==> src/rtl/multicycle_controller_if.sv <==
// Instruction/data memory handshake bundle for multicycle_controller.
interface multicycle_controller_if;
    logic        imem_req;
    logic        imem_ready;
    logic [18:0] imem_rdata;
    logic        dmem_req;
    logic        dmem_we;
    logic        dmem_ready;

    modport master (output imem_req, dmem_req, dmem_we,
                    input  imem_ready, imem_rdata, dmem_ready);
    modport slave  (input  imem_req, dmem_req, dmem_we,
                    output imem_ready, imem_rdata, dmem_ready);
endinterface

==> src/rtl/multicycle_controller.sv <==
// FETCH/DECODE/EXEC/MEM/WB sequencer for the 19-bit datapath with return-stack traps.
// Optional memory watchdog enabled by defining MEM_TIMEOUT_EN.
module multicycle_controller #(
    parameter int STACK_DEPTH    = 8,
    parameter int TIMEOUT_CYCLES = 16
) (
    input  logic                     clk,
    input  logic                     rst_n,
    multicycle_controller_if.master  bus,
    output logic [18:0]              ir_o,
    input  logic                     zero_i,
    input  logic                     carry_i,
    output logic                     pc_write_o,
    output logic [1:0]               pc_src_o,
    output logic [2:0]               acode_o,
    output logic [1:0]               scode_o,
    output logic                     is_shift_o,
    output logic                     alu_src_o,
    output logic                     mem_or_alu_o,
    output logic                     reg2_read_source_o,
    output logic                     update_z_c_o,
    output logic                     reg_write_o,
    output logic                     stack_push_o,
    output logic                     stack_pop_o,
    output logic                     halted_o,
    output logic [2:0]               err_o
);
    localparam int CW = $clog2(STACK_DEPTH + 1);

    typedef enum logic [2:0] {FETCH, DECODE, EXEC, MEM, WB, HALT} state_e;
    typedef enum logic [3:0] {C_ALU, C_SHIFT, C_LOAD, C_STORE, C_BR, C_JMP,
                              C_JSB, C_RET, C_HLT, C_ILL} cls_e;

    state_e      state_q, state_d;
    logic [18:0] ir_q, ir_d;
    logic [CW-1:0] cnt_q, cnt_d;
    logic [2:0]  err_q, err_d;
    cls_e        cls;
    logic        taken;

`ifdef MEM_TIMEOUT_EN
    localparam int TW = $clog2(TIMEOUT_CYCLES + 1);
    logic [TW-1:0] tmo_q, tmo_d;
    logic          waiting;
`endif

    always_comb begin
        cls = C_ILL;
        if (&ir_q)                          cls = C_HLT;
        else if (ir_q[18:17] == 2'b00)      cls = C_ALU;
        else if (ir_q[18:17] == 2'b01)      cls = C_ALU;
        else if (ir_q[18:16] == 3'b110)     cls = C_SHIFT;
        else if (ir_q[18:16] == 3'b100)     cls = (ir_q[15:14] == 2'b00) ? C_LOAD :
                                                  (ir_q[15:14] == 2'b01) ? C_STORE : C_ILL;
        else if (ir_q[18:16] == 3'b101)     cls = C_BR;
        else if (ir_q[18:15] == 4'b1110)    cls = ir_q[14] ? C_JSB : C_JMP;
        else if (ir_q[18:13] == 6'b111100)  cls = C_RET;
    end

    always_comb begin
        case (ir_q[15:14])
            2'b00:   taken = zero_i;
            2'b01:   taken = !zero_i;
            2'b10:   taken = carry_i;
            default: taken = !carry_i;
        endcase
    end

    always_comb begin
        state_d            = state_q;
        ir_d               = ir_q;
        cnt_d              = cnt_q;
        err_d              = err_q;
        bus.imem_req       = 1'b0;
        bus.dmem_req       = 1'b0;
        bus.dmem_we        = 1'b0;
        pc_write_o         = 1'b0;
        pc_src_o           = 2'b00;
        acode_o            = 3'b000;
        scode_o            = 2'b00;
        is_shift_o         = 1'b0;
        alu_src_o          = 1'b0;
        mem_or_alu_o       = 1'b0;
        reg2_read_source_o = 1'b0;
        update_z_c_o       = 1'b0;
        reg_write_o        = 1'b0;
        stack_push_o       = 1'b0;
        stack_pop_o        = 1'b0;
        halted_o           = 1'b0;
`ifdef MEM_TIMEOUT_EN
        waiting = 1'b0;
        tmo_d   = '0;
`endif
        // Gating on rst_n keeps the combinational requests low during reset.
        if (rst_n) begin
            case (state_q)
                FETCH: begin
                    bus.imem_req = 1'b1;
                    if (bus.imem_ready) begin
                        ir_d       = bus.imem_rdata;
                        pc_write_o = 1'b1;
                        state_d    = DECODE;
                    end
                end
                DECODE: begin
                    state_d = EXEC;
                    if (cls == C_HLT) begin
                        state_d = HALT; err_d = 3'b000;
                    end else if (cls == C_ILL) begin
                        state_d = HALT; err_d = 3'b001;
                    end else if (cls == C_JSB && cnt_q == CW'(STACK_DEPTH)) begin
                        state_d = HALT; err_d = 3'b010;
                    end else if (cls == C_RET && cnt_q == '0) begin
                        state_d = HALT; err_d = 3'b011;
                    end
                end
                EXEC: begin
                    state_d = FETCH;
                    case (cls)
                        C_ALU: begin
                            acode_o = ir_q[16:14]; alu_src_o = ir_q[17];
                            update_z_c_o = 1'b1; mem_or_alu_o = 1'b1; state_d = WB;
                        end
                        C_SHIFT: begin
                            is_shift_o = 1'b1; scode_o = ir_q[15:14];
                            update_z_c_o = 1'b1; mem_or_alu_o = 1'b1; state_d = WB;
                        end
                        C_LOAD, C_STORE: begin
                            alu_src_o = 1'b1; reg2_read_source_o = 1'b1; state_d = MEM;
                        end
                        C_BR: begin
                            pc_write_o = taken; pc_src_o = 2'b01;
                        end
                        C_JMP: begin
                            pc_write_o = 1'b1; pc_src_o = 2'b01;
                        end
                        C_JSB: begin
                            pc_write_o = 1'b1; pc_src_o = 2'b01;
                            stack_push_o = 1'b1; cnt_d = cnt_q + 1'b1;
                        end
                        C_RET: begin
                            pc_write_o = 1'b1; pc_src_o = 2'b10;
                            stack_pop_o = 1'b1; cnt_d = cnt_q - 1'b1;
                        end
                        default: state_d = HALT;
                    endcase
                end
                MEM: begin
                    bus.dmem_req       = 1'b1;
                    bus.dmem_we        = (cls == C_STORE);
                    alu_src_o          = 1'b1;
                    reg2_read_source_o = 1'b1;
                    if (bus.dmem_ready) state_d = (cls == C_LOAD) ? WB : FETCH;
                end
                WB: begin
                    reg_write_o = 1'b1;
                    state_d     = FETCH;
                    if (cls == C_ALU) begin
                        acode_o = ir_q[16:14]; alu_src_o = ir_q[17]; mem_or_alu_o = 1'b1;
                    end else if (cls == C_SHIFT) begin
                        is_shift_o = 1'b1; scode_o = ir_q[15:14]; mem_or_alu_o = 1'b1;
                    end
                end
                HALT:    halted_o = 1'b1;
                default: state_d = HALT;
            endcase
`ifdef MEM_TIMEOUT_EN
            waiting = (state_q == FETCH && !bus.imem_ready) ||
                      (state_q == MEM   && !bus.dmem_ready);
            if (waiting) begin
                tmo_d = tmo_q + 1'b1;
                if (tmo_q == TW'(TIMEOUT_CYCLES - 1)) begin
                    state_d = HALT; err_d = 3'b100;
                end
            end
`endif
        end
    end

    always_ff @(posedge clk or negedge rst_n) begin
        if (!rst_n) begin
            state_q <= FETCH;
            ir_q    <= '0;
            cnt_q   <= '0;
            err_q   <= '0;
`ifdef MEM_TIMEOUT_EN
            tmo_q   <= '0;
`endif
        end else begin
            state_q <= state_d;
            ir_q    <= ir_d;
            cnt_q   <= cnt_d;
            err_q   <= err_d;
`ifdef MEM_TIMEOUT_EN
            tmo_q   <= tmo_d;
`endif
        end
    end

    assign ir_o  = ir_q;
    assign err_o = err_q;
endmodule

==> src/flat_wrapper.sv <==
// flat-port wrapper written by rule: the top's interface ports become plain ports
module multicycle_controller_flat 
#(
    parameter int STACK_DEPTH    = 8,
    parameter int TIMEOUT_CYCLES = 16
)
  (clk, rst_n, ir_o, zero_i, carry_i, pc_write_o, pc_src_o, acode_o, scode_o, is_shift_o, alu_src_o, mem_or_alu_o, reg2_read_source_o, update_z_c_o, reg_write_o, stack_push_o, stack_pop_o, halted_o, err_o, bus_imem_req, bus_dmem_req, bus_dmem_we, bus_imem_ready, bus_imem_rdata, bus_dmem_ready);
  multicycle_controller_if bus_i ();
  input  logic clk;
  input  logic rst_n;
  output logic [18:0] ir_o;
  input  logic zero_i;
  input  logic carry_i;
  output logic pc_write_o;
  output logic [1:0] pc_src_o;
  output logic [2:0] acode_o;
  output logic [1:0] scode_o;
  output logic is_shift_o;
  output logic alu_src_o;
  output logic mem_or_alu_o;
  output logic reg2_read_source_o;
  output logic update_z_c_o;
  output logic reg_write_o;
  output logic stack_push_o;
  output logic stack_pop_o;
  output logic halted_o;
  output logic [2:0] err_o;
  output wire logic [$bits(bus_i.imem_req)-1:0] bus_imem_req;
  output wire logic [$bits(bus_i.dmem_req)-1:0] bus_dmem_req;
  output wire logic [$bits(bus_i.dmem_we)-1:0] bus_dmem_we;
  input wire logic [$bits(bus_i.imem_ready)-1:0] bus_imem_ready;
  input wire logic [$bits(bus_i.imem_rdata)-1:0] bus_imem_rdata;
  input wire logic [$bits(bus_i.dmem_ready)-1:0] bus_dmem_ready;
  assign bus_imem_req = bus_i.imem_req;
  assign bus_dmem_req = bus_i.dmem_req;
  assign bus_dmem_we = bus_i.dmem_we;
  assign bus_i.imem_ready = bus_imem_ready;
  assign bus_i.imem_rdata = bus_imem_rdata;
  assign bus_i.dmem_ready = bus_dmem_ready;
  multicycle_controller #(.STACK_DEPTH(STACK_DEPTH), .TIMEOUT_CYCLES(TIMEOUT_CYCLES)) u_core (.clk(clk), .rst_n(rst_n), .bus(bus_i), .ir_o(ir_o), .zero_i(zero_i), .carry_i(carry_i), .pc_write_o(pc_write_o), .pc_src_o(pc_src_o), .acode_o(acode_o), .scode_o(scode_o), .is_shift_o(is_shift_o), .alu_src_o(alu_src_o), .mem_or_alu_o(mem_or_alu_o), .reg2_read_source_o(reg2_read_source_o), .update_z_c_o(update_z_c_o), .reg_write_o(reg_write_o), .stack_push_o(stack_push_o), .stack_pop_o(stack_pop_o), .halted_o(halted_o), .err_o(err_o));
endmodule
==> config.mk <==
export PLATFORM = sky130hd
export DESIGN_NAME = multicycle_controller_flat
export DESIGN_NICKNAME = d
export VERILOG_FILES = /design/src/rtl/multicycle_controller_if.sv /design/src/rtl/multicycle_controller.sv /design/src/flat_wrapper.sv
export SDC_FILE = /design/constraint.sdc
export NUM_CORES = 1
export LEC_CHECK = 0
export ABC_CLOCK_PERIOD_IN_PS = 2740
export BUFFER_PORTS_ARGS = -buffer_cell sky130_fd_sc_hd__buf_2
export CORE_ASPECT_RATIO = 0.6
export CORE_MARGIN = 5
export CORE_UTILIZATION = 25
export CTS_CLUSTER_DIAMETER = 60
export DETAILED_ROUTE_END_ITERATION = 8
export PLACE_DENSITY = 0.44
export SLEW_MARGIN = 20
export SYNTH_ARGS = -nofsm -noshare
export SYNTH_HDL_FRONTEND = slang
export SYNTH_SLANG_ARGS = --single-unit
export TNS_END_PERCENT = 1
==> constraint.sdc <==
create_clock -name clk -period 2.74 [get_ports clk]
set_input_delay 0 -clock clk [delete_from_list [all_inputs] [get_ports clk]]
set_output_delay 0 -clock clk [all_outputs]
set_load 0.05 [all_outputs]
==> summary.txt <==
Status
  • Status: finished clean

Place
  • Placed Instances: ~320
  • Port Buffer Count: 65
  • Hpwl dp: 4100 um
  • Final RePlAce weighted congestion: 0.758

Pwr
  • Pwr Density: 1200 nW/um^2
  • Seq pwr share: 0.275
  • Logic pwr share: 0.610
  • Leak: 1.18 nW
  • Internal Power: 1.35 mW
  • Clock power share: 0.115
  • Sw Share: 0.543
  • Max IR drop VDD: roughly 410 uV
  • P_sw: approximately 1.6 mW

Global route
  • Grt met2 use: 0.147
  • Met1 usage: 0.203
  • GRT Total Usage: 0.122
  • Vias in the first global route: around 1500
  • Busiest grt layer: met1
  • GRT Residual Overflow: 0
  • Largest net degree at the start of global routing: 36
  • Grt met3 use: 0.0405
  • Global-route wire length before repair: 8590 um
  • Initial antenna violation count: 0

CTS
  • CTS tree: yes
  • CTS Buf Count: 3
  • Post CTS Setup Buffer Count: 0
  • H-Tree Depth: 1
  • Quantity of gates resized following cts: 0
  • # hold bufs at CTS: 20
  • Root buffer selected by CTS: clkbuf_16
  • Clock Sinks: 28
  • Clk_lat worst skew: 260 ps
  • CTS Buffer Depth: 2
  • Worst-path clk slew: 70 ps

Detailed routing
  • Antenna Violating Nets Remaining: 0
  • Iter 0 DRT Violations: 84
  • Average wire per standard cell: between 15 and 20 um
  • Via/cell ratio: 4.61
  • # DRC: 0
  • Pre-Repair DR Iteration Count: 4
  • Overall routed net length: between 5000 and 6000 um
  • Vias: 1577

Yosys
  • Post-Synth Adder-Cell Area: 0.0254
  • Synth top area share: 0.395
  • Post-Synth XOR/XNOR Area: 0.0247
  • Synth Area in Compound Gates: 0.175
  • Net count after synthesis: 199
  • Post-synth top flop: dfrtp_1
  • Largest family of logic cells by synthesized area: simple AND/OR/NAND/NOR gates
  • Area contributors post-synth: dfrtp_1 39%, mux2_2 12%, nor2_1 2.7%
  • EDFF count, synth: 0
  • Avg Cell Area, Syn: 10.4 um^2
  • Post-Synthesis Cell Area: 1780 um^2
  • Post-synth top area cell: dfrtp_1
  • FFs w/ async S/R, synth: 1.00
  • Number of synthesized register bits: 28
  • Post-Syn Instances: 171
  • Post-synthesis simple-gate area fraction: 0.187
  • Multiplexer share of the synthesized area: 0.126
  • Sequential area share after synthesis: 0.395
  • Synth unique cells: 54
  • Synth warnings: 0

Timing
  • Slew @ Worst Pin: 768 ps
  • Final setup viols: 0
  • Fmax: 440 MHz
  • RSZ-0062 raised after global routing: false
  • Crit share post-route: 0.830
  • Slew Viols, Final: 0
  • Final Hold Fails: 0
  • Max_slew headroom: 0.484
  • Worst Skew: 3.35 ps
  • Fin crit period: about 2300 ps
  • Setup TNS: 0 ps

Finish
  • Nets: roughly 290
  • Area grow syn2layout: 38.5%
  • Fin cells: 342
  • Number of diodes: 0
  • Share of cells above drive strength 1: 0.439

Die
  • I/O pins: between 60 and 70
  • Core Region: 6790 um^2
  • Die width: 119 um
  • Starting Density: 0.261
  • Die area: 8940 um^2
  • Die height: 75.3 um
  • FP Rows: 23

Min path
  • Hold Path Sink: u_core.state_q[2]
  • Hold WC Path Type: input pin to register
  • Hold depth: 3
  • Hold Crit Start: bus_dmem_ready

Worst setup path
  • Crit Path Max Fanout: 12
  • Critical path cell sequence: inv_1, o21ai_0, a221oi_2, buf_4, nor2_1, and2_1, buf_2
  • WP data arrival: 2270 ps
  • CP endpoint kind: primary output
  • Worst path required time: 2740 ps
  • Critical R2R Launch: u_core.ir_o[15]
  • Reg-to-reg endpoint: u_core.cnt_q[3]
  • WS Path Type: register to primary output
  • CP max stage delay: just over 600 ps
  • R2R Setup Slk: 560 ps
  • Beginning of the critical path: u_core.ir_o[14]
  • Worst Setup Start Kind: register
  • R2R depth: 8
  • Slowest library cell on the worst path: dfrtp_1

Flow run
  • Maxcap violations: 0
==> cells in the final DEF, fill, tap and decap left out, types with 3 or more instances in the layout <==
cell type,n
buf_2,65
dfrtp_1,28
dlygate4sd3_1,20
mux2_2,19
nor2_1,13
inv_1,10
nor3_1,8
nand2_1,8
o21ai_0,7
buf_4,7
a21oi_1,5
nand4_1,4
nand3_1,4
and2_1,4
xnor2_1,3
clkbuf_16,3
==> synth_stat cells, drive strengths merged (2+ instances only) <==
cell,instances
ha,2
inv,10
o211a,2
o31ai,2
nand3,4
o21ai,8
nor3,9
a21oi,6
a221oi,2
nor2,14
nor3b,3
o211ai,3
nand2b,4
a21o,3
nand2,8
buf,10
mux2,19
xnor2,3
and2,4
nand4,4
a221o,2
dfrtp,28
xor2,2
==> flip-flops by register name (all words and copies together) (netlist names) <==
signal          count
u_core.ir_o        19
u_core.cnt_q        4
u_core.err_o        2
u_core.state_q      3
==> how the worst max path moves through the flow <==
stage,end,depth (start not counted)
2_1_floorplan,scode_o[1],6
3_3_place_gp,u_core.cnt_q[3],8
4_1_cts,acode_o[1],7
3_5_place_dp,u_core.cnt_q[3],8
6_report,acode_o[1],7
5_1_grt,acode_o[0],6
==> worst max-delay path: cells and delay by family (launching register included) <==
kind	cells	cell delay, ps
buffers and inverters	3	620
AOI/OAI and AO/OA	2	490
and+or+nand+nor	2	290
DFF	1	620
==> logic make-up (layout without fill, tap and decap cells) <==
group | after synthesis | in the layout
and+or+nand+nor | 57 | 57
AOI/OAI and AO/OA | 36 | 36
DFF | 28 | 28
buffers and inverters | 21 | 105
muxes | 20 | 20
xor gates and xnor gates | 5 | 5
adders and majority gates | 3 | 3
other | 1 | 1
==> metrics by stage <==
stage                     worst slack, ps  instance area [um^2]  power [mW]  hold WS (ps)   util
after detailed placement              554                  2180        2.60           117  0.322
after floorplan                      46.9                  1780        2.17          -296      -
after global placement                693                  2180        2.61           116  0.322
after CTS                             494                  2460        2.97           126  0.362
final                                 465                  2460        2.95           125  0.362
after global routing                  260                  2460        3.14           151  0.362
==> area by class of cell <==
| class | count | area, um^2 |
|---|---|---|
| timing repair buffer | 92 | 578 |
| inverter | 10 | 37.5 |
| sequential | 28 | 701 |
| multi-input combinational | 122 | 960 |
| clock buffer | 3 | 75.1 |
| fill | 716 | 4330 |
| tap | 87 | 109 |
==> power groups by stage <==
stage	Sequential, mW	Clock (mW)	Combinational, mW
detailed placement	0.817	0	1.79
global placement	0.815	0	1.79
CTS	0.809	0.348	1.81
global route	0.848	0.364	1.93
finish	0.810	0.339	1.80
floorplan	1.27	0	0.898
==> metal layers <==
metal / routed length (um) / vias up
li1: - / 782
met1: 3000 / 730
met2: 1840 / 63
met3: 420 / 2
met4: 14 / 0
met5: 0 / -
Power figures use the tool's default switching activity.
